`config.mk`:
```
export PLATFORM = sky130hd
export DESIGN_NAME = ddr_dqs_eye_train_flat
export DESIGN_NICKNAME = d
export VERILOG_FILES = /design/src/rtl/ddr_dqs_eye_train_pkg.sv /design/src/rtl/ddr_dqs_eye_train_if.sv /design/src/rtl/ddr_dqs_eye_sampler.sv /design/src/rtl/ddr_dqs_eye_train.sv /design/src/flat_wrapper.sv
export SDC_FILE = /design/constraint.sdc
export NUM_CORES = 1
export LEC_CHECK = 0
export ABC_CLOCK_PERIOD_IN_PS = 11700
export CAP_MARGIN = 30
export CORE_ASPECT_RATIO = 0.75
export CORE_MARGIN = 5
export CORE_UTILIZATION = 28
export CTS_CLUSTER_SIZE = 8
export DETAILED_ROUTE_END_ITERATION = 16
export HOLD_SLACK_MARGIN = 0.08
export PLACE_DENSITY = 0.53
export SLEW_MARGIN = 20
export SYNTH_ARGS = -nofsm -noshare
export SYNTH_HDL_FRONTEND = slang
export SYNTH_SLANG_ARGS = --single-unit
```
`constraint.sdc`:
```
create_clock -name FAB_CLK -period 11.7 [get_ports FAB_CLK]
set_input_delay 2.34 -clock FAB_CLK [delete_from_list [all_inputs] [get_ports FAB_CLK]]
set_output_delay 2.34 -clock FAB_CLK [all_outputs]
set_load 0.01 [all_outputs]
```
`src/rtl/ddr_dqs_eye_train_pkg.sv`:
```
// Shared types for the DQS eye-training slice: FSM state encoding, the
// centering sub-phase, the 8-bit tap type and the eye arithmetic helpers.
package ddr_dqs_eye_train_pkg;

  localparam int TAP_W = 8;

  typedef logic [TAP_W-1:0] tap_t;

  typedef enum logic [3:0] {
    IDLE   = 4'd0,
    LOAD   = 4'd1,
    CLEAR  = 4'd2,
    SETTLE = 4'd3,
    SAMPLE = 4'd4,
    EVAL   = 4'd5,
    STEP   = 4'd6,
    CENTER = 4'd7,
    DONE   = 4'd8,
    ERR    = 4'd9
  } train_state_e;

  // CENTER runs as: width check, then alternating move / gap cycles.
  typedef enum logic [1:0] {
    CPH_CHECK = 2'd0,
    CPH_MOVE  = 2'd1,
    CPH_GAP   = 2'd2
  } center_phase_e;

  // Midpoint of the recorded eye, computed one bit wider so the sum never wraps.
  function automatic tap_t center_tap(input tap_t left, input tap_t right);
    logic [TAP_W:0] sum;
    sum = {1'b0, left} + {1'b0, right};
    return sum[TAP_W:1];
  endfunction

  // True when the inclusive eye width right-left+1 is below the minimum.
  function automatic logic eye_too_narrow(input tap_t left, input tap_t right,
                                          input int min_eye);
    int width;
    width = int'(right) - int'(left) + 32'sd1;
    return (width < min_eye);
  endfunction

endpackage

```
`src/rtl/ddr_dqs_eye_train_if.sv`:
```
// Lane-side bundle between the trainer and one DQS lane: delay-line controls
// and eye-monitor flags. master = trainer, slave = lane.
interface ddr_dqs_eye_train_if;

  logic EYE_MONITOR_EARLY;
  logic EYE_MONITOR_LATE;
  logic DELAY_LINE_OUT_OF_RANGE;
  logic DELAY_LINE_LOAD;
  logic DELAY_LINE_MOVE;
  logic DELAY_LINE_DIRECTION;
  logic EYE_MONITOR_CLEAR_FLAGS;

  modport master (
    input  EYE_MONITOR_EARLY,
    input  EYE_MONITOR_LATE,
    input  DELAY_LINE_OUT_OF_RANGE,
    output DELAY_LINE_LOAD,
    output DELAY_LINE_MOVE,
    output DELAY_LINE_DIRECTION,
    output EYE_MONITOR_CLEAR_FLAGS
  );

  modport slave (
    output EYE_MONITOR_EARLY,
    output EYE_MONITOR_LATE,
    output DELAY_LINE_OUT_OF_RANGE,
    input  DELAY_LINE_LOAD,
    input  DELAY_LINE_MOVE,
    input  DELAY_LINE_DIRECTION,
    input  EYE_MONITOR_CLEAR_FLAGS
  );

endinterface

```
`src/rtl/ddr_dqs_eye_sampler.sv`:
```
// Settle/sample timer for the eye trainer. While settle_en is high it counts
// SETTLE_CYC cycles; while sample_en is high it counts SAMPLE_CYC cycles and
// ORs the eye-monitor flags. pass is valid in the sample_done cycle.
module ddr_dqs_eye_sampler #(
  parameter int SETTLE_CYC = 8,
  parameter int SAMPLE_CYC = 16
) (
  input  logic clk,
  input  logic rst_n,
  input  logic settle_en,
  input  logic sample_en,
  input  logic early,
  input  logic late,
  output logic settle_done,
  output logic sample_done,
  output logic pass
);

  localparam logic [15:0] SETTLE_LAST = 16'(SETTLE_CYC - 1);
  localparam logic [15:0] SAMPLE_LAST = 16'(SAMPLE_CYC - 1);

  logic [15:0] cnt_r;
  logic        fail_r;
  logic        hit_s;

  assign hit_s       = early | late;
  assign settle_done = settle_en & (cnt_r == SETTLE_LAST);
  assign sample_done = sample_en & (cnt_r == SAMPLE_LAST);
  // The last window cycle is folded in directly so no flag is missed.
  assign pass        = ~(fail_r | hit_s);

  // Window counter: restarts at each phase end and whenever idle.
  always_ff @(posedge clk or negedge rst_n) begin
    if (!rst_n) begin
      cnt_r <= 16'd0;
    end else if (settle_done || sample_done) begin
      cnt_r <= 16'd0;
    end else if (settle_en || sample_en) begin
      cnt_r <= cnt_r + 16'd1;
    end else begin
      cnt_r <= 16'd0;
    end
  end

  // Sticky fail accumulator over the sample window.
  always_ff @(posedge clk or negedge rst_n) begin
    if (!rst_n) begin
      fail_r <= 1'b0;
    end else if (sample_en && !sample_done) begin
      fail_r <= fail_r | hit_s;
    end else begin
      fail_r <= 1'b0;
    end
  end

endmodule

```
`src/rtl/ddr_dqs_eye_train.sv`:
```
// DQS eye trainer: scans the lane delay line upward from tap 0, finds the
// first passing window, then walks back to its centre.
// Control pulses are registered and appear the cycle after the FSM decides
// them. Optional macro DQS_TRAIN_STATUS_EN exposes the recorded eye edges
// on EYE_LEFT / EYE_RIGHT.
module ddr_dqs_eye_train
  import ddr_dqs_eye_train_pkg::*;
#(
  parameter int TAP_MAX    = 127,
  parameter int SETTLE_CYC = 8,
  parameter int SAMPLE_CYC = 16,
  parameter int MIN_EYE    = 4
) (
  input  logic                      FAB_CLK,
  input  logic                      ARST_N,
  input  logic                      TRAIN_START,
  ddr_dqs_eye_train_if.master       lane,
  output logic [TAP_W-1:0]          TAP_COUNT,
  output logic                      TRAIN_DONE,
  output logic                      TRAIN_ERR
`ifdef DQS_TRAIN_STATUS_EN
  ,
  output logic [TAP_W-1:0]          EYE_LEFT,
  output logic [TAP_W-1:0]          EYE_RIGHT
`endif
);

  localparam tap_t TAP_LAST = tap_t'(TAP_MAX);

  train_state_e  state_r, state_n;
  center_phase_e cph_r, cph_n;
  tap_t          tap_r, tap_n;
  tap_t          left_r, left_n;
  tap_t          right_r, right_n;
  tap_t          target_r, target_n;
  logic          open_r, open_n;
  logic          pass_r, pass_n;
  logic          fin_r, fin_n;
  logic          load_r, load_n;
  logic          move_r, move_n;
  logic          clr_r, clr_n;
  logic          dir_r, dir_n;
  logic          done_r, done_n;
  logic          err_r, err_n;

  logic          settle_done_s;
  logic          sample_done_s;
  logic          pass_s;

  ddr_dqs_eye_sampler #(
    .SETTLE_CYC (SETTLE_CYC),
    .SAMPLE_CYC (SAMPLE_CYC)
  ) u_sampler (
    .clk         (FAB_CLK),
    .rst_n       (ARST_N),
    .settle_en   (state_r == SETTLE),
    .sample_en   (state_r == SAMPLE),
    .early       (lane.EYE_MONITOR_EARLY),
    .late        (lane.EYE_MONITOR_LATE),
    .settle_done (settle_done_s),
    .sample_done (sample_done_s),
    .pass        (pass_s)
  );

  // Next-state and next-output decode for the training sequence.
  always_comb begin
    state_n  = state_r;
    cph_n    = cph_r;
    tap_n    = tap_r;
    left_n   = left_r;
    right_n  = right_r;
    target_n = target_r;
    open_n   = open_r;
    pass_n   = pass_r;
    fin_n    = fin_r;
    dir_n    = dir_r;
    load_n   = 1'b0;
    move_n   = 1'b0;
    clr_n    = 1'b0;

    case (state_r)
      IDLE, DONE, ERR: begin
        if (TRAIN_START) begin
          // Direction goes up here so it is stable long before the first move.
          state_n = LOAD;
          tap_n   = 8'd0;
          dir_n   = 1'b1;
          load_n  = 1'b1;
        end else begin
          state_n = state_r;
        end
      end
      LOAD: begin
        open_n  = 1'b0;
        fin_n   = 1'b0;
        state_n = CLEAR;
      end
      CLEAR: begin
        clr_n   = 1'b1;
        state_n = SETTLE;
      end
      SETTLE: begin
        if (settle_done_s) begin
          state_n = fin_r ? DONE : SAMPLE;
        end else begin
          state_n = SETTLE;
        end
      end
      SAMPLE: begin
        if (sample_done_s) begin
          pass_n  = pass_s;
          state_n = EVAL;
        end else begin
          state_n = SAMPLE;
        end
      end
      EVAL: begin
        if (pass_r) begin
          if (!open_r) begin
            open_n = 1'b1;
            left_n = tap_r;
          end else begin
            open_n = open_r;
          end
          state_n = STEP;
        end else if (open_r) begin
          // Window closed: the last passing tap is one below.
          right_n = tap_r - 8'd1;
          cph_n   = CPH_CHECK;
          state_n = CENTER;
        end else begin
          state_n = STEP;
        end
      end
      STEP: begin
        if ((tap_r == TAP_LAST) || lane.DELAY_LINE_OUT_OF_RANGE) begin
          if (open_r) begin
            right_n = tap_r;
            cph_n   = CPH_CHECK;
            state_n = CENTER;
          end else begin
            state_n = ERR;
          end
        end else begin
          dir_n   = 1'b1;
          move_n  = 1'b1;
          tap_n   = tap_r + 8'd1;
          state_n = CLEAR;
        end
      end
      CENTER: begin
        case (cph_r)
          CPH_CHECK: begin
            if (eye_too_narrow(left_r, right_r, MIN_EYE)) begin
              state_n = ERR;
            end else begin
              // Drop direction a cycle ahead of the first downward move.
              target_n = center_tap(left_r, right_r);
              dir_n    = 1'b0;
              cph_n    = CPH_MOVE;
            end
          end
          CPH_MOVE: begin
            if (tap_r == target_r) begin
              fin_n   = 1'b1;
              state_n = SETTLE;
            end else begin
              move_n = 1'b1;
              tap_n  = tap_r - 8'd1;
              cph_n  = CPH_GAP;
            end
          end
          CPH_GAP: begin
            cph_n = CPH_MOVE;
          end
          default: begin
            cph_n = CPH_CHECK;
          end
        endcase
      end
      default: begin
        state_n = IDLE;
      end
    endcase

    done_n = (state_n == DONE);
    err_n  = (state_n == ERR);
  end

  // State, datapath and registered output update.
  always_ff @(posedge FAB_CLK or negedge ARST_N) begin
    if (!ARST_N) begin
      state_r  <= IDLE;
      cph_r    <= CPH_CHECK;
      tap_r    <= 8'd0;
      left_r   <= 8'd0;
      right_r  <= 8'd0;
      target_r <= 8'd0;
      open_r   <= 1'b0;
      pass_r   <= 1'b0;
      fin_r    <= 1'b0;
      load_r   <= 1'b0;
      move_r   <= 1'b0;
      clr_r    <= 1'b0;
      dir_r    <= 1'b0;
      done_r   <= 1'b0;
      err_r    <= 1'b0;
    end else begin
      state_r  <= state_n;
      cph_r    <= cph_n;
      tap_r    <= tap_n;
      left_r   <= left_n;
      right_r  <= right_n;
      target_r <= target_n;
      open_r   <= open_n;
      pass_r   <= pass_n;
      fin_r    <= fin_n;
      load_r   <= load_n;
      move_r   <= move_n;
      clr_r    <= clr_n;
      dir_r    <= dir_n;
      done_r   <= done_n;
      err_r    <= err_n;
    end
  end

  assign lane.DELAY_LINE_LOAD         = load_r;
  assign lane.DELAY_LINE_MOVE         = move_r;
  assign lane.DELAY_LINE_DIRECTION    = dir_r;
  assign lane.EYE_MONITOR_CLEAR_FLAGS = clr_r;
  assign TAP_COUNT                    = tap_r;
  assign TRAIN_DONE                   = done_r;
  assign TRAIN_ERR                    = err_r;

`ifdef DQS_TRAIN_STATUS_EN
  assign EYE_LEFT  = left_r;
  assign EYE_RIGHT = right_r;
`endif

endmodule

```
`src/flat_wrapper.sv`:
```
// flat-port wrapper written by rule: the top's interface ports become plain ports
module ddr_dqs_eye_train_flat import ddr_dqs_eye_train_pkg::*;
#(
  parameter int TAP_MAX    = 127,
  parameter int SETTLE_CYC = 8,
  parameter int SAMPLE_CYC = 16,
  parameter int MIN_EYE    = 4
)
  (FAB_CLK, ARST_N, TRAIN_START, TAP_COUNT, TRAIN_DONE, TRAIN_ERR, lane_EYE_MONITOR_EARLY, lane_EYE_MONITOR_LATE, lane_DELAY_LINE_OUT_OF_RANGE, lane_DELAY_LINE_LOAD, lane_DELAY_LINE_MOVE, lane_DELAY_LINE_DIRECTION, lane_EYE_MONITOR_CLEAR_FLAGS);
  ddr_dqs_eye_train_if lane_i ();
  input  logic FAB_CLK;
  input  logic ARST_N;
  input  logic TRAIN_START;
  output logic [TAP_W-1:0] TAP_COUNT;
  output logic TRAIN_DONE;
  output logic TRAIN_ERR;
  input wire logic [$bits(lane_i.EYE_MONITOR_EARLY)-1:0] lane_EYE_MONITOR_EARLY;
  input wire logic [$bits(lane_i.EYE_MONITOR_LATE)-1:0] lane_EYE_MONITOR_LATE;
  input wire logic [$bits(lane_i.DELAY_LINE_OUT_OF_RANGE)-1:0] lane_DELAY_LINE_OUT_OF_RANGE;
  output wire logic [$bits(lane_i.DELAY_LINE_LOAD)-1:0] lane_DELAY_LINE_LOAD;
  output wire logic [$bits(lane_i.DELAY_LINE_MOVE)-1:0] lane_DELAY_LINE_MOVE;
  output wire logic [$bits(lane_i.DELAY_LINE_DIRECTION)-1:0] lane_DELAY_LINE_DIRECTION;
  output wire logic [$bits(lane_i.EYE_MONITOR_CLEAR_FLAGS)-1:0] lane_EYE_MONITOR_CLEAR_FLAGS;
  assign lane_i.EYE_MONITOR_EARLY = lane_EYE_MONITOR_EARLY;
  assign lane_i.EYE_MONITOR_LATE = lane_EYE_MONITOR_LATE;
  assign lane_i.DELAY_LINE_OUT_OF_RANGE = lane_DELAY_LINE_OUT_OF_RANGE;
  assign lane_DELAY_LINE_LOAD = lane_i.DELAY_LINE_LOAD;
  assign lane_DELAY_LINE_MOVE = lane_i.DELAY_LINE_MOVE;
  assign lane_DELAY_LINE_DIRECTION = lane_i.DELAY_LINE_DIRECTION;
  assign lane_EYE_MONITOR_CLEAR_FLAGS = lane_i.EYE_MONITOR_CLEAR_FLAGS;
  ddr_dqs_eye_train #(.TAP_MAX(TAP_MAX), .SETTLE_CYC(SETTLE_CYC), .SAMPLE_CYC(SAMPLE_CYC), .MIN_EYE(MIN_EYE)) u_core (.FAB_CLK(FAB_CLK), .ARST_N(ARST_N), .TRAIN_START(TRAIN_START), .lane(lane_i), .TAP_COUNT(TAP_COUNT), .TRAIN_DONE(TRAIN_DONE), .TRAIN_ERR(TRAIN_ERR));
endmodule
```
======== Word-level counts from Yosys, hierarchy flattened ========
Index checks and enable logic that the tools add are counted.
cells by class
  $add $sub $neg .......................... 6
  order comparisons ....................... 1
  equality and inequality tests ........... 31
  mux-type cells .......................... 49
  bitwise operators ....................... 7
  reduce and logical (&&, ||, !) cells .... 22
operators by type and width
  kind                     number
  $mux W8                  8
  $add A32 B2 Y32 const B  1
  $lt A32 B4 Y1 const B    1
  $mux W16                 2
  $mux W4                  8
  $pmux W4 S8              1
  $pmux W8 S3              1
  $reduce_and A5 Y1        4
  $add A16 B1 Y16 const B  1
  $eq A16 B3 Y1 const B    1
  $eq A16 B4 Y1 const B    1
  $eq A4 B3 Y1 const B     4
  $eq A4 B4 Y1 const B     4
  $mux W1                  16
  $pmux W8 S2              1
  $ne A2 B1 Y1 const B     6
  $ne A2 B2 Y1 const B     6
  $pmux W2 S3              2
  $mux W2                  5
  $add A8 B8 Y9            1
  $reduce_and A3 Y1        3
  $sub A8 B8 Y9            1
  $add A8 B1 Y8 const B    1
  $eq A4 B2 Y1 const B     2
  other kinds (22)         35
storage, ports and cells
  bits in registers ....................... 64
  input port bits ......................... 6
  output and inout port bits .............. 14

======== Longest topological paths before layout ========
  depth after elaboration ................. 7
  mapped depth ............................ 20

======== By module ========
From an unflattened synthesis, not the netlist that was laid out.
second synthesis, totals
  cell total of the unflattened synthesis .. 464
  area, all modules ....................... 4271.6 um^2
modules (own cells, without submodules)
  module               instances  cells each  area each (um^2)  seq. area each (um^2)
  ddr_dqs_eye_train    1          371         3340.7            1176.1
  ddr_dqs_eye_sampler  1          93          930.9             425.4

======== Least setup slack after synthesis ========
Ideal clock, no wire load.
  kind .................................... flip-flop to flip-flop
  start point ............................. reg u_core.right_r[0]
  end point ............................... reg u_core.target_r[2]
  data arrival time ....................... 4.351 ns
  data required time ...................... 11.575 ns
  slack ................................... 7.224 ns
  cell stages (with the launch flop) ...... 20
  buffers on the path ..................... 2
  clock period less this slack ............ 4.476 ns
  cell sequence ........................... dfrtp_1 -> inv_1 -> ha_1 -> inv_1 -> fa_1 -> a211oi_1 -> o31ai_1 -> a2bb2oi_1 -> nand4_1 -> or3_2 -> clkbuf_1 -> or2_2 -> ha_1 -> nor4bb_1 -> and4_2 -> o21ai_0 -> or4_4 -> nand3_2 -> buf_6 -> mux2_4
between the ends
  word-level cells in the longest chain between the ends .. 5
  elaborated cells on any way between the ends .. 6
ends and longest elaborated chain
  item                         RTL line                     RTL
  from (decl)                  ddr_dqs_eye_train.sv:34      tap_t right_r, right_n;
  from (signal assigned)       ddr_dqs_eye_train.sv:213     right_r <= right_n;
  $sub A8 B8 Y9                ddr_dqs_eye_train_pkg.sv:40  width = int'(right) - int'(left) + 32'sd1;
  $add A32 B2 Y32              ddr_dqs_eye_train_pkg.sv:40
  $lt A32 B4 Y1                ddr_dqs_eye_train_pkg.sv:41  return (width < min_eye);
  $not A1 Y1 (no line)         -
  $reduce_and A3 Y1 (no line)  -
  to (signal assigned)         ddr_dqs_eye_train.sv:214     target_r <= target_n;
  to (decl)                    ddr_dqs_eye_train.sv:35      tap_t target_r, target_n;
Several ways; a longest one is shown, not always the timed one.
A chain may end at the register's enable or synchronous reset.

======== Final worst setup path ========
  start point ............................. reg u_core.right_r[0]
  end point ............................... reg u_core.target_r[1]
The elaborated chain is that of the path after synthesis.

==> results.cfg <==
[run_status]
status = finished, final reports clean

[clocking]
cts_sinks = 64
clkLatencyLatePin_ps = 330
clk_pin_slew_worst_paths_ps = 50
hold_buffers = 0
cts_buffer_depth = 2
cts_resized = 0
cts_tree = built
cts_buffers = 9
htree_num_levels = 3
cts_setup_buffers = 0
clockRootBuffer = clkbuf_16

[timing]
tightest_slew_ps = 775.7
min_period_ps = 5066
hold_viol = 0
fin_worst_skew_ps = 8.332
finalCritPeriodShare = 0.4330
slew_headroom = 0.4818
setup_viol = 0
fin_tns_setup_ps = 0
rsz0062_at_grt = no
fin_ws_ps = 6634
fmax_mhz = 197.4
finalMaxSlewViolations = 0

[grt]
first_global_vias = 3275
grtUsageTotal = 0.1203
grt_first_pass_wirelength_um = 16630
antenna_found_initial = 0
grt_max_degree = 65
grt_overflow = 0

[drt]
ant_nets = 0
vias_per_cell = 4.876
drc = 0
vias = 3306
drtIter0Drc = 224
firstDrtPassIters = 5
wl_um = 9865
routedWlPerCell_um = 14.55

[finish]
fin_util = 0.3328
nFillCells = 1483
layout-drive-gt1-share = 0.1025
seq_area_um2 = 1602
final_nets = 511
postLayoutCellArea_um2 = 4857
syn_to_final_growth_pct = 15.71
antenna_cells = 0
multi_input_area_um2 = 2369

[worst_setup_path]
worstRegToRegCells = 17
critPathTopFamily = simple AND/OR/NAND/NOR gates
start_kind = flop
crit_end = u_core.target_r[1]
worstPathRequired_ps = 11910
crit_type = flop to flop
critical_path_depth = 17
critPathMaxFanout = 11
arrival_ps = 5280
rr_startpoint = u_core.right_r[0]
worstReg2RegEnd = u_core.target_r[1]
crit_path_start = u_core.right_r[0]
endpoint_kind = flop
critPathSlowestCell = or3_2
cp_slowest_stage_delay_ps = 560
cp_num_buf_inv = 2
path_cells = inv_1, ha_1, inv_1, fa_1, a211oi_1, o31ai_1, a2bb2oi_1, nand4_1, or3_2, or2_2, ha_1, nor4bb_1, and4_2, o21ai_0, or4_4, nand3_2, mux2_2
rrSetupSlack_ps = 6630

[yosys]
ys_seq_area_frac = 0.3815
synth_top_cell_by_area = dfrtp_1
synth_top_family_by_area = simple AND/OR/NAND/NOR gates
postSynth.topFlopCell = dfrtp_1
synthArstFlopShare = 1.000
syn_area_per_cell_um2 = 9.145
synth_area_leaders = dfrtp_1 38%, ha_1 8.6%, xnor2_1 5.8%
syn_nets = 496
synth.distinct_cells = 66
synth_compound_area_frac = 0.1389
synthCells = 459
ys_top_cells_by_count = 64 x dfrtp_1, 49 x nor2_1, 38 x nand2_1
synth_adder_area_share = 0.09598
ys_ff_latch = 64
synth_top_area_share = 0.3815
muxShareOfSynthArea = 0.03994
synth-edff-count = 0
synth_xor_xnor_area_share = 0.08137
syn_area_um2 = 4198
synthSimpleGateAreaFrac = 0.2080
yosysMostFrequentCell = dfrtp_1
yosys_warnings = 0

[job]
cap_violations = 0

[floorplan]
die_y_um = 116.0
rows = 38
initial_core_util = 0.2876
die-area_um2 = 17570
core_area_um2 = 14600
die_w_um = 151.4
ioPinCount = 20

[placement]
postPlaceCellArea_um2 = 4548
place.gp.congestion = 0.8750
dp_hpwl_um = 7537
pre_cts_slack_ps = 6726
numPortBuffers = 19

[power_and_ir_drop]
peakVddDrop_v = 0.0001133
leakage_nw = 2.135
p_per_area_nw_per_um2 = 267.7

[hold_path]
min_from = u_core.u_sampler.cnt_r[0]
hold_path_class = flop to flop
-- state kept, by name, indices dropped and copies added (netlist names) --
signal,cells
u_core.TAP_COUNT,8
u_core.TRAIN_DONE,1
u_core.TRAIN_ERR,1
u_core.cph_r,2
u_core.fin_r,1
u_core.lane.DELAY_LINE_DIRECTION,1
u_core.lane.DELAY_LINE_LOAD,1
u_core.lane.DELAY_LINE_MOVE,1
u_core.lane.EYE_MONITOR_CLEAR_FLAGS,1
u_core.left_r,8
u_core.open_r,1
u_core.pass_r,1
u_core.right_r,8
u_core.state_r,4
u_core.target_r,8
u_core.u_sampler.cnt_r,16
u_core.u_sampler.fail_r,1
-- how the worst min path moves through the flow --
| stage | slack, ps | to | cells past startpoint |
|---|---|---|---|
| after floorplan | 430 | u_core.u_sampler.cnt_r[0] | 1 |
| after global placement | 460 | u_core.u_sampler.cnt_r[0] | 1 |
| after detailed placement | 490 | u_core.u_sampler.cnt_r[0] | 1 |
| after CTS | 500 | u_core.u_sampler.cnt_r[0] | 1 |
| after global routing | 500 | u_core.u_sampler.cnt_r[0] | 1 |
| final | 490 | u_core.u_sampler.cnt_r[0] | 1 |
-- area by class of cell --
cell class | instances | area share
sequential | 64 | 0.3297
inverter | 32 | 0.02473
clock buffer | 12 | 0.05075
multi-input combinational | 344 | 0.4876
tap | 200 | 0.05152
timing repair buffer | 23 | 0.04688
clock inverter | 3 | 0.008758
-- layer usage --
metal  vias to the layer above  global-route usage  share of wire
li1                       1629                   -              -
met1                      1596              0.1844           0.54
met2                        73              0.1645           0.40
met3                         8             0.03206          0.051
met4                         0             0.03261          0.011
met5                         -                   0              0
-- power breakdown --
| group | internal (W) | leakage [nW] | total (W) | switching, W |
|---|---|---|---|---|
| Combinational | 0.000313 | 1.13 | 0.000708 | 0.000395 |
| Sequential | 0.000263 | 0.864 | 0.000333 | 0.0000701 |
| Clock | 0.000169 | 0.139 | 0.000259 | 0.0000904 |
-- layout by cell type, fill, tap and decap left out, drive strengths merged, types with 11 or more instances in the layout --
master,count
dfrtp,64
inv,32
nor2,49
a21oi,23
ha,29
xor2,11
nand3,17
nand2,38
xnor2,28
o21ai,28
clkdlybuf4s50,18
mux2,12
clkbuf,12
-- through the flow --
step           total power [W]  hold slack [ps]  cells
5_1_grt               0.001419            504.6    678
2_1_floorplan        0.0008549            432.9    459
3_3_place_gp         0.0009928            455.7    662
6_report              0.001300            489.6    678
3_5_place_dp          0.001038            488.0    662
4_1_cts               0.001307            496.2    677
-- kinds of logic after synthesis --
| group | count (synthesis) |
|---|---|
| AO/OA/AOI/OAI | 90 |
| buffers and inverters | 51 |
| multiplexers | 13 |
| AND/OR/NAND/NOR | 171 |
| flip-flops | 64 |
| XOR/XNOR | 39 |
| adder cells (fa/ha/maj) | 31 |
Note: power is estimated with default switching activity, not from simulation.
